### src/rtl/serial_alu_sequencer.sv
// serial_alu_sequencer: bit-serial ADD/SUB/MUL built around one time-shared
// full-adder cell. ADD/SUB take WIDTH cycles and MUL takes WIDTH*WIDTH cycles.
// Results are committed on the edge that leaves FINISH.

module serial_alu_sequencer #(
  parameter int unsigned WIDTH = 8
) (
  input  logic             clk_i,
  input  logic             reset_i,
  input  logic             start_i,
  input  logic [1:0]       op_i,
  input  logic [WIDTH-1:0] data1_i,
  input  logic [WIDTH-1:0] data2_i,
  output logic [WIDTH-1:0] result_o,
  output logic             carry_out_o,
  output logic             zero_o,
  output logic             busy_o,
  output logic             done_o
);

  localparam int unsigned CW = (WIDTH > 1) ? $clog2(WIDTH) : 1;
  localparam logic [CW-1:0] CNT_LAST = CW'(WIDTH - 1);

  localparam logic [1:0] ST_IDLE   = 2'd0;
  localparam logic [1:0] ST_RUN    = 2'd1;
  localparam logic [1:0] ST_FINISH = 2'd2;

  localparam logic [1:0] OP_SUB = 2'b01;
  localparam logic [1:0] OP_MUL = 2'b10;
  localparam logic [1:0] OP_RSV = 2'b11;

  logic [1:0]       state_q,  state_d;
  logic [WIDTH-1:0] acc_q,    acc_d;
  logic [WIDTH-1:0] addend_q, addend_d;
  logic [WIDTH-1:0] mcand_q,  mcand_d;
  logic [WIDTH-1:0] mplier_q, mplier_d;
  logic             carry_q,  carry_d;
  logic             sub_q,    sub_d;
  logic             mul_q,    mul_d;
  logic [CW-1:0]    bit_q,    bit_d;
  logic [CW-1:0]    pass_q,   pass_d;
  logic [WIDTH-1:0] result_q, result_d;
  logic             cout_q,   cout_d;
  logic             zero_q,   zero_d;
  logic             busy_q,   busy_d;
  logic             done_q,   done_d;

  logic             fa_a, fa_b, fa_cin, fa_sum, fa_cout;
  logic [WIDTH-1:0] acc_step;
  logic             bit_wrap;

  // Shared full-adder cell; the sub flag inverts the addend bit for two's-complement subtract
  always_comb begin
    fa_a    = acc_q[0];
    fa_b    = addend_q[0] ^ sub_q;
    fa_cin  = carry_q;
    fa_sum  = fa_a ^ fa_b ^ fa_cin;
    fa_cout = (fa_a & fa_b) | (fa_a & fa_cin) | (fa_b & fa_cin);
  end

  assign acc_step = {fa_sum, acc_q[WIDTH-1:1]};
  assign bit_wrap = (bit_q == CNT_LAST);

  // Next-state and datapath update: capture in IDLE, serial step in RUN/FINISH, commit in FINISH
  always_comb begin
    state_d  = state_q;
    acc_d    = acc_q;
    addend_d = addend_q;
    mcand_d  = mcand_q;
    mplier_d = mplier_q;
    carry_d  = carry_q;
    sub_d    = sub_q;
    mul_d    = mul_q;
    bit_d    = bit_q;
    pass_d   = pass_q;
    result_d = result_q;
    cout_d   = cout_q;
    zero_d   = zero_q;
    busy_d   = busy_q;
    done_d   = 1'b0;

    case (state_q)
      ST_IDLE: begin
        if (start_i && (op_i != OP_RSV)) begin
          sub_d    = (op_i == OP_SUB);
          mul_d    = (op_i == OP_MUL);
          carry_d  = (op_i == OP_SUB);
          mcand_d  = data1_i;
          // Multiplier bit 0 is consumed now; the register holds the bits for later passes
          mplier_d = data2_i >> 1;
          if (op_i == OP_MUL) begin
            acc_d    = '0;
            addend_d = data2_i[0] ? data1_i : '0;
          end else begin
            acc_d    = data1_i;
            addend_d = data2_i;
          end
          bit_d   = '0;
          pass_d  = '0;
          busy_d  = 1'b1;
          state_d = ST_RUN;
        end
      end

      ST_RUN, ST_FINISH: begin
        acc_d    = acc_step;
        addend_d = addend_q >> 1;
        carry_d  = fa_cout;
        if (bit_wrap) begin
          bit_d  = '0;
          pass_d = pass_q + CW'(1);
          // Pass boundary in MUL: reload the next shifted partial product, drop inter-pass carry
          if (mul_q) begin
            mcand_d  = mcand_q << 1;
            mplier_d = mplier_q >> 1;
            addend_d = mplier_q[0] ? (mcand_q << 1) : '0;
            carry_d  = 1'b0;
          end
        end else begin
          bit_d = bit_q + CW'(1);
        end

        if (state_q == ST_RUN) begin
          // Enter FINISH when the upcoming step is the final bit of the final pass
          if ((bit_d == CNT_LAST) && (!mul_q || (pass_d == CNT_LAST))) begin
            state_d = ST_FINISH;
          end
        end else begin
          result_d = acc_step;
          cout_d   = mul_q ? 1'b0 : fa_cout;
          zero_d   = (acc_step == '0);
          done_d   = 1'b1;
          busy_d   = 1'b0;
          bit_d    = '0;
          pass_d   = '0;
          state_d  = ST_IDLE;
        end
      end

      default: begin
        state_d = ST_IDLE;
        busy_d  = 1'b0;
      end
    endcase
  end

  // State and output registers with synchronous reset
  always_ff @(posedge clk_i) begin
    if (reset_i) begin
      state_q  <= ST_IDLE;
      acc_q    <= '0;
      addend_q <= '0;
      mcand_q  <= '0;
      mplier_q <= '0;
      carry_q  <= 1'b0;
      sub_q    <= 1'b0;
      mul_q    <= 1'b0;
      bit_q    <= '0;
      pass_q   <= '0;
      result_q <= '0;
      cout_q   <= 1'b0;
      zero_q   <= 1'b0;
      busy_q   <= 1'b0;
      done_q   <= 1'b0;
    end else begin
      state_q  <= state_d;
      acc_q    <= acc_d;
      addend_q <= addend_d;
      mcand_q  <= mcand_d;
      mplier_q <= mplier_d;
      carry_q  <= carry_d;
      sub_q    <= sub_d;
      mul_q    <= mul_d;
      bit_q    <= bit_d;
      pass_q   <= pass_d;
      result_q <= result_d;
      cout_q   <= cout_d;
      zero_q   <= zero_d;
      busy_q   <= busy_d;
      done_q   <= done_d;
    end
  end

  assign result_o    = result_q;
  assign carry_out_o = cout_q;
  assign zero_o      = zero_q;
  assign busy_o      = busy_q;
  assign done_o      = done_q;

endmodule

### config.mk
export PLATFORM = sky130hd
export DESIGN_NAME = serial_alu_sequencer
export DESIGN_NICKNAME = d
export VERILOG_FILES = /design/src/rtl/serial_alu_sequencer.sv
export SDC_FILE = /design/constraint.sdc
export NUM_CORES = 1
export LEC_CHECK = 0
export BUFFER_PORTS_ARGS = -buffer_cell sky130_fd_sc_hd__buf_2
export CAP_MARGIN = 20
export CORE_ASPECT_RATIO = 1.75
export CORE_MARGIN = 5
export CORE_UTILIZATION = 40
export CTS_CLUSTER_DIAMETER = 40
export DETAILED_ROUTE_END_ITERATION = 8
export GPL_TIMING_DRIVEN = 0
export SLEW_MARGIN = 15
export SYNTH_ARGS = -nofsm -noshare
export SYNTH_HDL_FRONTEND = slang
export SYNTH_SLANG_ARGS = --single-unit
export TNS_END_PERCENT = 10
### constraint.sdc
create_clock -name clk_i -period 2.45 [get_ports clk_i]
set_clock_uncertainty 0.15 [all_clocks]
set_input_delay 0.3675 -clock clk_i [delete_from_list [all_inputs] [get_ports clk_i]]
set_output_delay 0.3675 -clock clk_i [all_outputs]
set_load 0.03 [all_outputs]
# == After elaboration in Yosys (flattened, before gate mapping) ==
# Cells that the tools add are included.
# totals
regBits,54
in_bits,21
out_inout_bits,12
wordCells,94
# classes
addsub,2
n_eq_ne,13
mux,39
bitwise_logic,10
reduce_logical,15
# ops
cell,count
8-bit 2-to-1 mux,11
8-bit case mux with 2 select lines,3
3-bit 2-to-1 mux,7
7-bit 2-to-1 mux,3
7-bit case mux with 2 select lines,1
3-bit case mux with 2 select lines,2
"2-bit != test, second input constant",5
2-bit AND reduction,5
"3-bit == test, second input constant",3
8-bit logical NOT,1
"3-bit by 1-bit adder with 3-bit output, second input constant",2
1-bit 2-to-1 mux,6
2-bit 2-to-1 mux,3
"2-bit by 1-bit == test with 1-bit output, second input constant",2
"2-bit == test, second input constant",2
1-bit case mux with 2 select lines,2
2-bit case mux with 2 select lines,1
4-bit AND reduction,1
2-bit OR reduction,2
1-bit AND,3
"3-bit != test, second input constant",1
1-bit XOR,3
1-bit logical AND,2
2-bit logical NOT,1
5 further kinds,7

# == Depth between registers and ports, before layout ==
# Gate-level depths: netlist of run 1.
# logic_depth
ltp_word,9
ltp_mapped,9
depth_no_buf,7

# == Worst setup path before layout of run 1 ==
# No wires, ideal clock.
# synth_timing
kind,reg2reg
startpoint,register bit_q[0]
endpoint,register state_q[1]
setup_time_ns,0.072
arrival_time_ns,1.591
required_ns,2.228
slack_ns,0.638
path_stages_with_launch,7
path_buffers,0
synth_period_minus_slack_ns,1.812
path_cell_list,dfxtp_1 ha_1 ha_1 nor4bb_1 o21ai_0 a31oi_1 mux2i_1
# synth_via
elab_chain_cells,8
word_cells_on_any_way,12
cone_classes,add/sub: 1; eq/ne: 4; mux: 4; reduce/logical: 3
# synth_rtl
element,line,rtl
start: declaration,40,"logic [CW-1:0] bit_q, bit_d;"
start signal: assignment,174,bit_q <= bit_d;
branches (longest 5 deep; another with 3-bit by 1-bit adder with 3-bit output),-,
1-bit logical AND (*),125,if ((bit_d == CNT_LAST) && (!mul_q || (pass_d == CNT_LAST))) begin
3-bit != test (no source line) (*),-,
2-bit AND reduction (no source line) (*),-,
end signal: assignment,166,state_q <= state_d;
end: declaration,32,"logic [1:0] state_q, state_d;"
# Mark *: on every way between the ends. The select of a mux whose other input is x is not followed.
# A chain may end at the register's enable or synchronous reset.

# == Worst setup path after layout of run 1 ==
# Ends and elaborated chain as after synthesis.

==> reports/qor.txt, run 1 <==
Status -> finished clean
CTS Buffer Depth -> 2
Reg-to-reg startpoint -> bit_q[0]$_SDFFE_PP0P_
# nets final -> 380
Critical path class -> flip-flop to flip-flop
H-tree levels -> 2
Top cells by area, synth -> dfxtp_1, nor2_1, mux2i_1
Final setup violation count -> 0
Final Hold Viols -> 0
VDD IR max -> 0.472 mV
# Max-Cap Violations -> 0
CTS buffer count -> 5
Count leader, synth -> dfxtp_1
Die area -> 0.00856 mm²
Final ANT Viol Nets -> 0
Place WS -> 0.258 ns
Via count -> 2470
Final Wtd Congestion -> 0.861
Mapped Avg Cell Area -> 8.66 µm²
Slew HR -> 56.2%
Diodes inserted -> 0
Hold path cells -> 3
Clock Sinks -> 53
First-pass GRT wire length -> 11800 µm
Synth-to-layout area growth -> 15.7%
Fin Hold WS -> 0.205 ns
CP Data Required Time -> 2.52 ns
Worst-case reg-to-reg path depth -> 6
I/O pins -> 33
All-layer global routing usage -> 17.6%
Top-area cell type share of the netlist area -> 39.3%
Clock edge transition at the registers on the reported setup and hold paths -> 0.06 ns
Cells after Synth -> 312
Synth Flop Type -> dfxtp_1
Pleak -> 1.19 nW
Sequential-to-total area share from yosys stat -> 39.3%
Post-layout util -> 47.8%
DP Cell Count -> 425
Worst skew pair latency -> 0.30 ns
CP max FO -> 4
Non-Filler Instances -> 433
Post-synth EDFFs -> 0
Top post-synthesis cells by count -> dfxtp_1, nor2_1, a21oi_1
Pwr dens -> 806 mW/mm²
Row count -> 39
DRT Wirelength -> 7300 µm
CP endpoint kind -> flip-flop
Die Height -> 119 µm
RSZ-0062 raised after global routing -> false
Post-CTS Setup Inserts -> 0
Reg2Reg Capture Point -> state_q[1]$_SDFFE_PP0P_
Post-DP HPWL -> 5670 µm
TNS Setup -> 0 ns
Tightest Pin Transition -> 0.657 ns
Vias in the first global route -> 2423
Setup ws final -> 0.243 ns
# resized after CTS -> 0
Synth Warn # -> 0
Grt ovf -> 0
CTS tree -> yes
Netlist cell types -> 39
Hold_buf cts -> 0
DRC -> 0
Critical Path Source Type -> flip-flop
DR WL/cell -> 16.9 µm
HP Class -> primary input to flip-flop
Largest area contributor in the synthesized netlist -> dfxtp_1
Core footprint -> 0.00654 mm²
Max Transition Viols Final -> 0
Via/cell ratio -> 5.70
I/O Buffers -> 31
Number of synthesized register bits -> 53
Initial DRC Count -> 200
Post-Syn Area -> 0.00270 mm²
Synth Net Count -> 342
Post-DP Area -> 0.00296 mm²
Share of cells above drive strength 1 -> 17.1%
Max frequency -> 0.453 GHz
Die Wd -> 72.1 µm
Detailed Routing Iterations Pass 1 -> 4
Starting density of the core -> 41.3%
Asr flop ratio synth -> 0%
Final worst-path cycle share -> 90.1%
Reg2reg setup slack -> 0.24 ns
Critical path arrival -> 2.28 ns
Clk root buf -> clkbuf_16
Initial antenna violation count -> 0
Hold path startpoint -> data1_i[0]
Pin count of the biggest net entering global routing -> 17
Tmin final -> 2.21 ns
Finished Cell Area -> 0.00313 mm²
Worst hold endpoint -> mcand_q[0]$_SDFFE_PP0P_
Tot Pwr -> 2.52 mW
-- critical path, stage by stage, from the launching register on --
cell      delay [ns]
dfxtp_1         0.34
ha_1            0.24
ha_1            0.29
nor4bb_1        0.53
o21ai_0         0.15
a31oi_1         0.24
mux2i_1         0.20
-- per-layer routing --
metal	GRT usage (%)	up-vias	routed length [µm]
met2	30.8	62	3810
met5	0	-	0
met4	8.12	0	231
met3	3.31	14	294
li1	-	1214	-
met1	20.1	1180	2960
-- how the worst max path moves through the flow --
| stage | cells after the start | to | slack, ns | startpoint |
|---|---|---|---|---|
| 2_1_floorplan | 6 | state_q[1]$_SDFFE_PP0P_ | 0.64 | bit_q[0]$_SDFFE_PP0P_ |
| 3_3_place_gp | 7 | addend_q[6]$_SDFFE_PP0P_ | 0.31 | bit_q[0]$_SDFFE_PP0P_ |
| 3_5_place_dp | 6 | state_q[1]$_SDFFE_PP0P_ | 0.26 | bit_q[0]$_SDFFE_PP0P_ |
| 4_1_cts | 6 | state_q[1]$_SDFFE_PP0P_ | 0.23 | bit_q[0]$_SDFFE_PP0P_ |
| 5_1_grt | 7 | addend_q[6]$_SDFFE_PP0P_ | 0.10 | bit_q[0]$_SDFFE_PP0P_ |
| 6_report | 6 | state_q[1]$_SDFFE_PP0P_ | 0.24 | bit_q[0]$_SDFFE_PP0P_ |
-- cell type report --
| class | count | area (µm²) |
|---|---|---|
| Sequential cell | 53 | 1060 |
| Multi-Input combinational cell | 228 | 1490 |
| Tap cell | 82 | 103 |
| Fill cell | 674 | 3410 |
| Buffer | 26 | 131 |
| Timing Repair Buffer | 31 | 155 |
| Clock buffer | 6 | 129 |
| Clock inverter | 2 | 38.8 |
| Inverter | 5 | 18.8 |
-- sequential cells by signal (all words and copies together), names as in the netlist --
name / count
result_o: 8
sub_q: 1
carry_out_o: 1
mcand_q: 7
pass_q: 3
state_q: 2
bit_q: 3
done_o: 1
carry_q: 1
addend_q: 8
zero_o: 1
mplier_q: 7
mul_q: 1
busy_o: 1
acc_q: 8
-- placed cells by master (no fill, tap or decap), types with 4 or more instances in the layout --
cell / netlist / routed
nor2b_1: 6 / 6
clkbuf_1: 14 / 15
mux2i_1: 15 / 15
a21oi_1: 28 / 28
buf_2: 6 / 37
nand2b_1: 4 / 4
nand2_1: 21 / 21
a211oi_2: 8 / 8
clkbuf_16: 0 / 5
a211oi_1: 13 / 13
a221oi_1: 6 / 6
and4b_1: 6 / 6
a311oi_1: 8 / 8
nor3_1: 9 / 9
nor2_1: 52 / 52
dfxtp_1: 53 / 53
nand4_1: 6 / 6
o21ai_0: 8 / 8
ha_1: 8 / 8
nand3_1: 4 / 4
inv_1: 5 / 5
-- cells by family after synthesis --
family | share of synthesized area, %
and+or+nand+nor | 22.5
AOI/OAI and AO/OA | 22.3
DFF | 39.3
buffers and inverters | 5.56
muxes | 5.56
adders and majority gates | 4.45
xor gates and xnor gates | 0.324
-- power by group --
part / switching [mW] / internal [mW]
logic: 0.414 / 0.257
registers: 0.0824 / 0.968
clock network: 0.314 / 0.484
No activity file was read; power rests on OpenSTA's default activity.
==> inputs of run 2 (changes only) <==
PLACE_DENSITY = 0.58   (was not set)
RECOVER_POWER = 100   (was not set)
clock period = 2.54 ns   (was 2.45 ns; I/O delays follow)
==> run 2 against run 1 <==
  * Count of clock-buffer cells in the layout unchanged
  * Sequential share of layout area up 0.45 points
  * Utilization down 0.63 points
  * Total power down 5.4%
  * Critical path depth unchanged
  * Die area unchanged
  * Combinational power down 4.2%
  * First-iteration DRC count down 14%
  * Clock power down 9.5%
  * Final area down 1.3%
  * Fmax down 2.2%
  * Worst setup slack better by 0.041 ns
  * Critical path type unchanged
  * Highest routed layer unchanged
==> reports/qor.txt, run 2 (synthesized netlist as in run 1, its figures left out) <==
Sw Pwr -> 0.813 mW
Core footprint -> 0.00654 mm²
DR WL/cell -> 17.6 µm
Slew HR -> 55.5%
I/O Buffers -> 31
Crit path cell chain -> inv_1, ha_1, clkbuf_1, clkbuf_2, mux2i_1, a211oi_2
DP Cell Count -> 425
Initial DRC Count -> 173
Status -> finished clean
Grt ovf -> 0
Final Wtd Congestion -> 0.853
Final ANT Viol Nets -> 0
Sw Share -> 34.1%
TNS Setup -> 0 ns
Hold_buf cts -> 0
Tightest Pin Transition -> 0.667 ns
Flop pwr share -> 42.7%
Pwr dens -> 773 mW/mm²
GRT Max-Usage Layer -> met2
Non-Filler Instances -> 433
Most common cell after layout, fill and taps aside -> dfxtp_1
Worst-case reg-to-reg path depth -> 6
Pin count of the biggest net entering global routing -> 18
VDD IR max -> 0.443 mV
Die Height -> 119 µm
RSZ-0062 raised after global routing -> false
Clock Sinks -> 53
Met1 GRT Util -> 21.0%
CP max FO -> 10
Share of cells above drive strength 1 -> 13.1%
Fin Hold WS -> 0.195 ns
# nets final -> 380
Die area -> 0.00856 mm²
Tmin final -> 2.26 ns
Final worst-path cycle share -> 88.8%
DRC -> 0
CTS buffer count -> 5
Tot Pwr -> 2.39 mW
Via count -> 2471
Comb power frac -> 27.0%
Critical path class -> flip-flop to flip-flop
# resized after CTS -> 0
Final Hold Viols -> 0
I/O pins -> 33
Final setup violation count -> 0
Pleak -> 1.12 nW
CP Data Required Time -> 2.56 ns
Grt met3 use -> 3.65%
Most frequent cells in the layout -> dfxtp_1, nor2_1, clkbuf_1
Post-DP HPWL -> 5820 µm
Worst stage delay on the critical path -> 0.41 ns
Max frequency -> 0.443 GHz
H-tree levels -> 2
Via/cell ratio -> 5.71
Initial antenna violation count -> 0
Critical Path Source Type -> flip-flop
Clock power frac -> 30.3%
Critical path arrival -> 2.27 ns
CP endpoint kind -> flip-flop
Clk root buf -> clkbuf_16
First-pass GRT wire length -> 12400 µm
Internal power -> 1.57 mW
Starting density of the core -> 41.3%
Vias in the first global route -> 2467
Crit-path slowest cell -> ha_1
Met2 Resource Use GR -> 30.3%
Diodes inserted -> 0
Clock edge transition at the registers on the reported setup and hold paths -> 0.07 ns
All-layer global routing usage -> 18.6%
Post-CTS Setup Inserts -> 0
# Max-Cap Violations -> 0
DRT Wirelength -> 7640 µm
Synth-to-layout area growth -> 14.2%
Max Transition Viols Final -> 0
Row count -> 39
CTS tree -> yes
CTS Buffer Depth -> 2
Worst skew pair latency -> 0.30 ns
Hold path cells -> 3
Die Wd -> 72.1 µm
Detailed Routing Iterations Pass 1 -> 4
HP Class -> primary input to flip-flop
Post-layout util -> 47.2%
run 2: worst paths after layout:
| kind | endpoint | slack [ns] | startpoint |
|---|---|---|---|
| setup / recovery | mplier_q[5]$_SDFFE_PP0P_ | 0.28 | state_q[0]$_SDFFE_PP0P_ |
| setup reg to reg | mplier_q[5]$_SDFFE_PP0P_ | 0.28 | state_q[0]$_SDFFE_PP0P_ |
| hold / removal | mplier_q[6]$_SDFFE_PP0P_ | 0.20 | data2_i[7] |
| hold reg to reg | bit_q[1]$_SDFFE_PP0P_ | 0.31 | bit_q[1]$_SDFFE_PP0P_ |
run 2: cell type report:
class | count | area, µm²
flip-flops and latches | 53 | 1060
clock buffers | 6 | 139
well taps | 82 | 103
plain buffers | 26 | 129
inverters | 5 | 18.8
fillers | 693 | 3450
repair buffers | 31 | 140
clock inverters | 2 | 17.5
multi-input cells | 228 | 1480
run 2: per-layer routing:
metal	wire (µm)	vias to the layer above
met4	492	0
li1	-	1212
met2	3700	76
met5	0	-
met3	346	30
met1	3100	1153
run 2: metrics by stage:
stage                     area [µm²]  setup slack [ns]
after floorplan                 2700             0.728
after global placement          2960             0.397
after detailed placement        2960             0.378
after CTS                       3120             0.359
after global routing            3090            0.0984
final                           3090             0.284
run 2: power groups by stage:
| stage | clock [mW] | combinational (mW) | sequential (mW) |
|---|---|---|---|
| global placement | 0 | 0.647 | 1.03 |
| CTS | 0.743 | 0.656 | 1.02 |
| finish | 0.723 | 0.643 | 1.02 |
| floorplan | 0 | 0.477 | 1.02 |
| global route | 0.779 | 0.709 | 1.03 |
| detailed placement | 0 | 0.654 | 1.04 |
run 2: worst max-delay path, delay by kind of cell, from the launching register on:
family                     cells  cell delay, ns
AOI/OAI and AO/OA              1            0.10
adders and majority gates      1            0.41
buffers and inverters          3            0.76
DFF                            1            0.38
muxes                          1            0.32
==> inputs of run 3 (changes only) <==
CORE_MARGIN = 8   (was 5)
==> run 3 against run 2 <==
  * First-iteration DRC count shrank 29%
  * Global-route usage shrank 2.4 points
  * Via count shrank 1.5%
  * Flip-flop and latch count is the same
  * Total power shrank 1.8%
  * Critical path depth is the same
  * Sequential share of layout area grew 0.17 points
  * Fmax shrank 2.0%
  * Final area shrank 0.49%
  * Clock power shrank 4.3%
  * Wire length is essentially flat
  * Largest power group unchanged
==> reports/qor.txt, run 3 (synthesized netlist as in run 1, its figures left out) <==
DR WL/cell -> 17.6 µm
H-tree levels -> 2
Worst skew pair latency -> 0.29 ns
# Max-Cap Violations -> 0
Grt ovf -> 0
Internal power -> 1.54 mW
Status -> finished clean
Vias in the first global route -> 2502
Post-DP Area -> 0.00296 mm²
Flop pwr share -> 43.5%
Most frequent cells in the layout -> dfxtp_1, nor2_1, clkbuf_1
Final setup violation count -> 0
CTS buffer count -> 5
Detailed Routing Iterations Pass 1 -> 4
First-pass GRT wire length -> 12700 µm
Diodes inserted -> 0
Via count -> 2435
Die area -> 0.00974 mm²
Tightest Pin Transition -> 0.615 ns
Final Hold Viols -> 0
Clock Sinks -> 53
Row count -> 39
Hold_buf cts -> 0
Synth-to-layout area growth -> 13.7%
Via/cell ratio -> 5.62
Finished Cell Area -> 0.00307 mm²
Die Wd -> 78.1 µm
Final ANT Viol Nets -> 0
Critical path class -> flip-flop to flip-flop
Clock edge transition at the registers on the reported setup and hold paths -> 0.07 ns
All-layer global routing usage -> 16.2%
Clock power frac -> 29.5%
Core footprint -> 0.00654 mm²
Initial antenna violation count -> 0
Sw Share -> 34.4%
# nets final -> 380
CTS Buffer Depth -> 2
CP Data Required Time -> 2.55 ns
Post-DP HPWL -> 5880 µm
I/O Buffers -> 31
RSZ-0062 raised after global routing -> false
# resized after CTS -> 0
Tmin final -> 2.30 ns
HP Class -> primary input to flip-flop
Post-layout util -> 47.0%
Tot Pwr -> 2.34 mW
DRT Wirelength -> 7640 µm
Final worst-path cycle share -> 90.6%
Slew HR -> 59.0%
Max frequency -> 0.434 GHz
I/O pins -> 33
CP max FO -> 10
Pwr dens -> 763 mW/mm²
CTS tree -> yes
Clk root buf -> clkbuf_16
Starting density of the core -> 41.3%
Die Height -> 125 µm
Comb power frac -> 27.0%
CP endpoint kind -> flip-flop
Initial DRC Count -> 122
Pleak -> 1.11 nW
DRC -> 0
Fin Hold WS -> 0.211 ns
Critical path arrival -> 2.31 ns
Pin count of the biggest net entering global routing -> 19
Most common cell after layout, fill and taps aside -> dfxtp_1
Post-CTS Setup Inserts -> 0
Max Transition Viols Final -> 0
Sw Pwr -> 0.805 mW
Share of cells above drive strength 1 -> 13.1%
TNS Setup -> 0 ns
Critical Path Source Type -> flip-flop
VDD IR max -> 0.432 mV
Final Wtd Congestion -> 0.888
-- run 3: layer usage --
layer	GRT usage, %	part of all wire [%]	up-vias
met3	3.54	4.7	14
li1	-	-	1219
met5	0	0	-
met4	7.24	3.3	0
met1	18.1	40	1141
met2	28.1	52	61
-- run 3: final timing paths --
kind | from | end | slack [ns] | depth (start not counted)
worst min-delay path | data2_i[7] | mplier_q[6]$_SDFFE_PP0P_ | 0.21 | 3
worst max register to register | state_q[1]$_SDFFE_PP0P_ | mplier_q[5]$_SDFFE_PP0P_ | 0.24 | 6
worst max-delay path | state_q[1]$_SDFFE_PP0P_ | mplier_q[5]$_SDFFE_PP0P_ | 0.24 | 6
worst min register to register | bit_q[1]$_SDFFE_PP0P_ | bit_q[1]$_SDFFE_PP0P_ | 0.32 | 2
-- run 3: per-stage QoR --
step | instances | setup WS (ns)
finish | 433 | 0.238
CTS | 433 | 0.378
global placement | 425 | 0.402
detailed placement | 425 | 0.409
floorplan | 312 | 0.728
global route | 433 | 0.0973
-- run 3: worst max-delay path, cell delays in order, from the launching register on --
cell      delay [ns]
dfxtp_1         0.37
inv_1           0.09
ha_1            0.39
clkbuf_1        0.36
clkbuf_2        0.36
mux2i_1         0.34
a211oi_2        0.11
-- run 3: power by group through the flow --
stage / Sequential, mW / Combinational [mW] / Clock [mW]
5_1_grt: 1.03 / 0.706 / 0.749
4_1_cts: 1.02 / 0.651 / 0.719
2_1_floorplan: 1.02 / 0.477 / 0
3_3_place_gp: 1.03 / 0.647 / 0
6_report: 1.02 / 0.632 / 0.692
3_5_place_dp: 1.04 / 0.650 / 0
-- run 3: layout make-up --
class,count,area [µm²]
plain buffers,26,121
clock buffers,5,125
clock inverters,3,25.0
fillers,696,3470
inverters,5,18.8
multi-input cells,228,1480
flip-flops and latches,53,1060
well taps,82,103
repair buffers,31,139
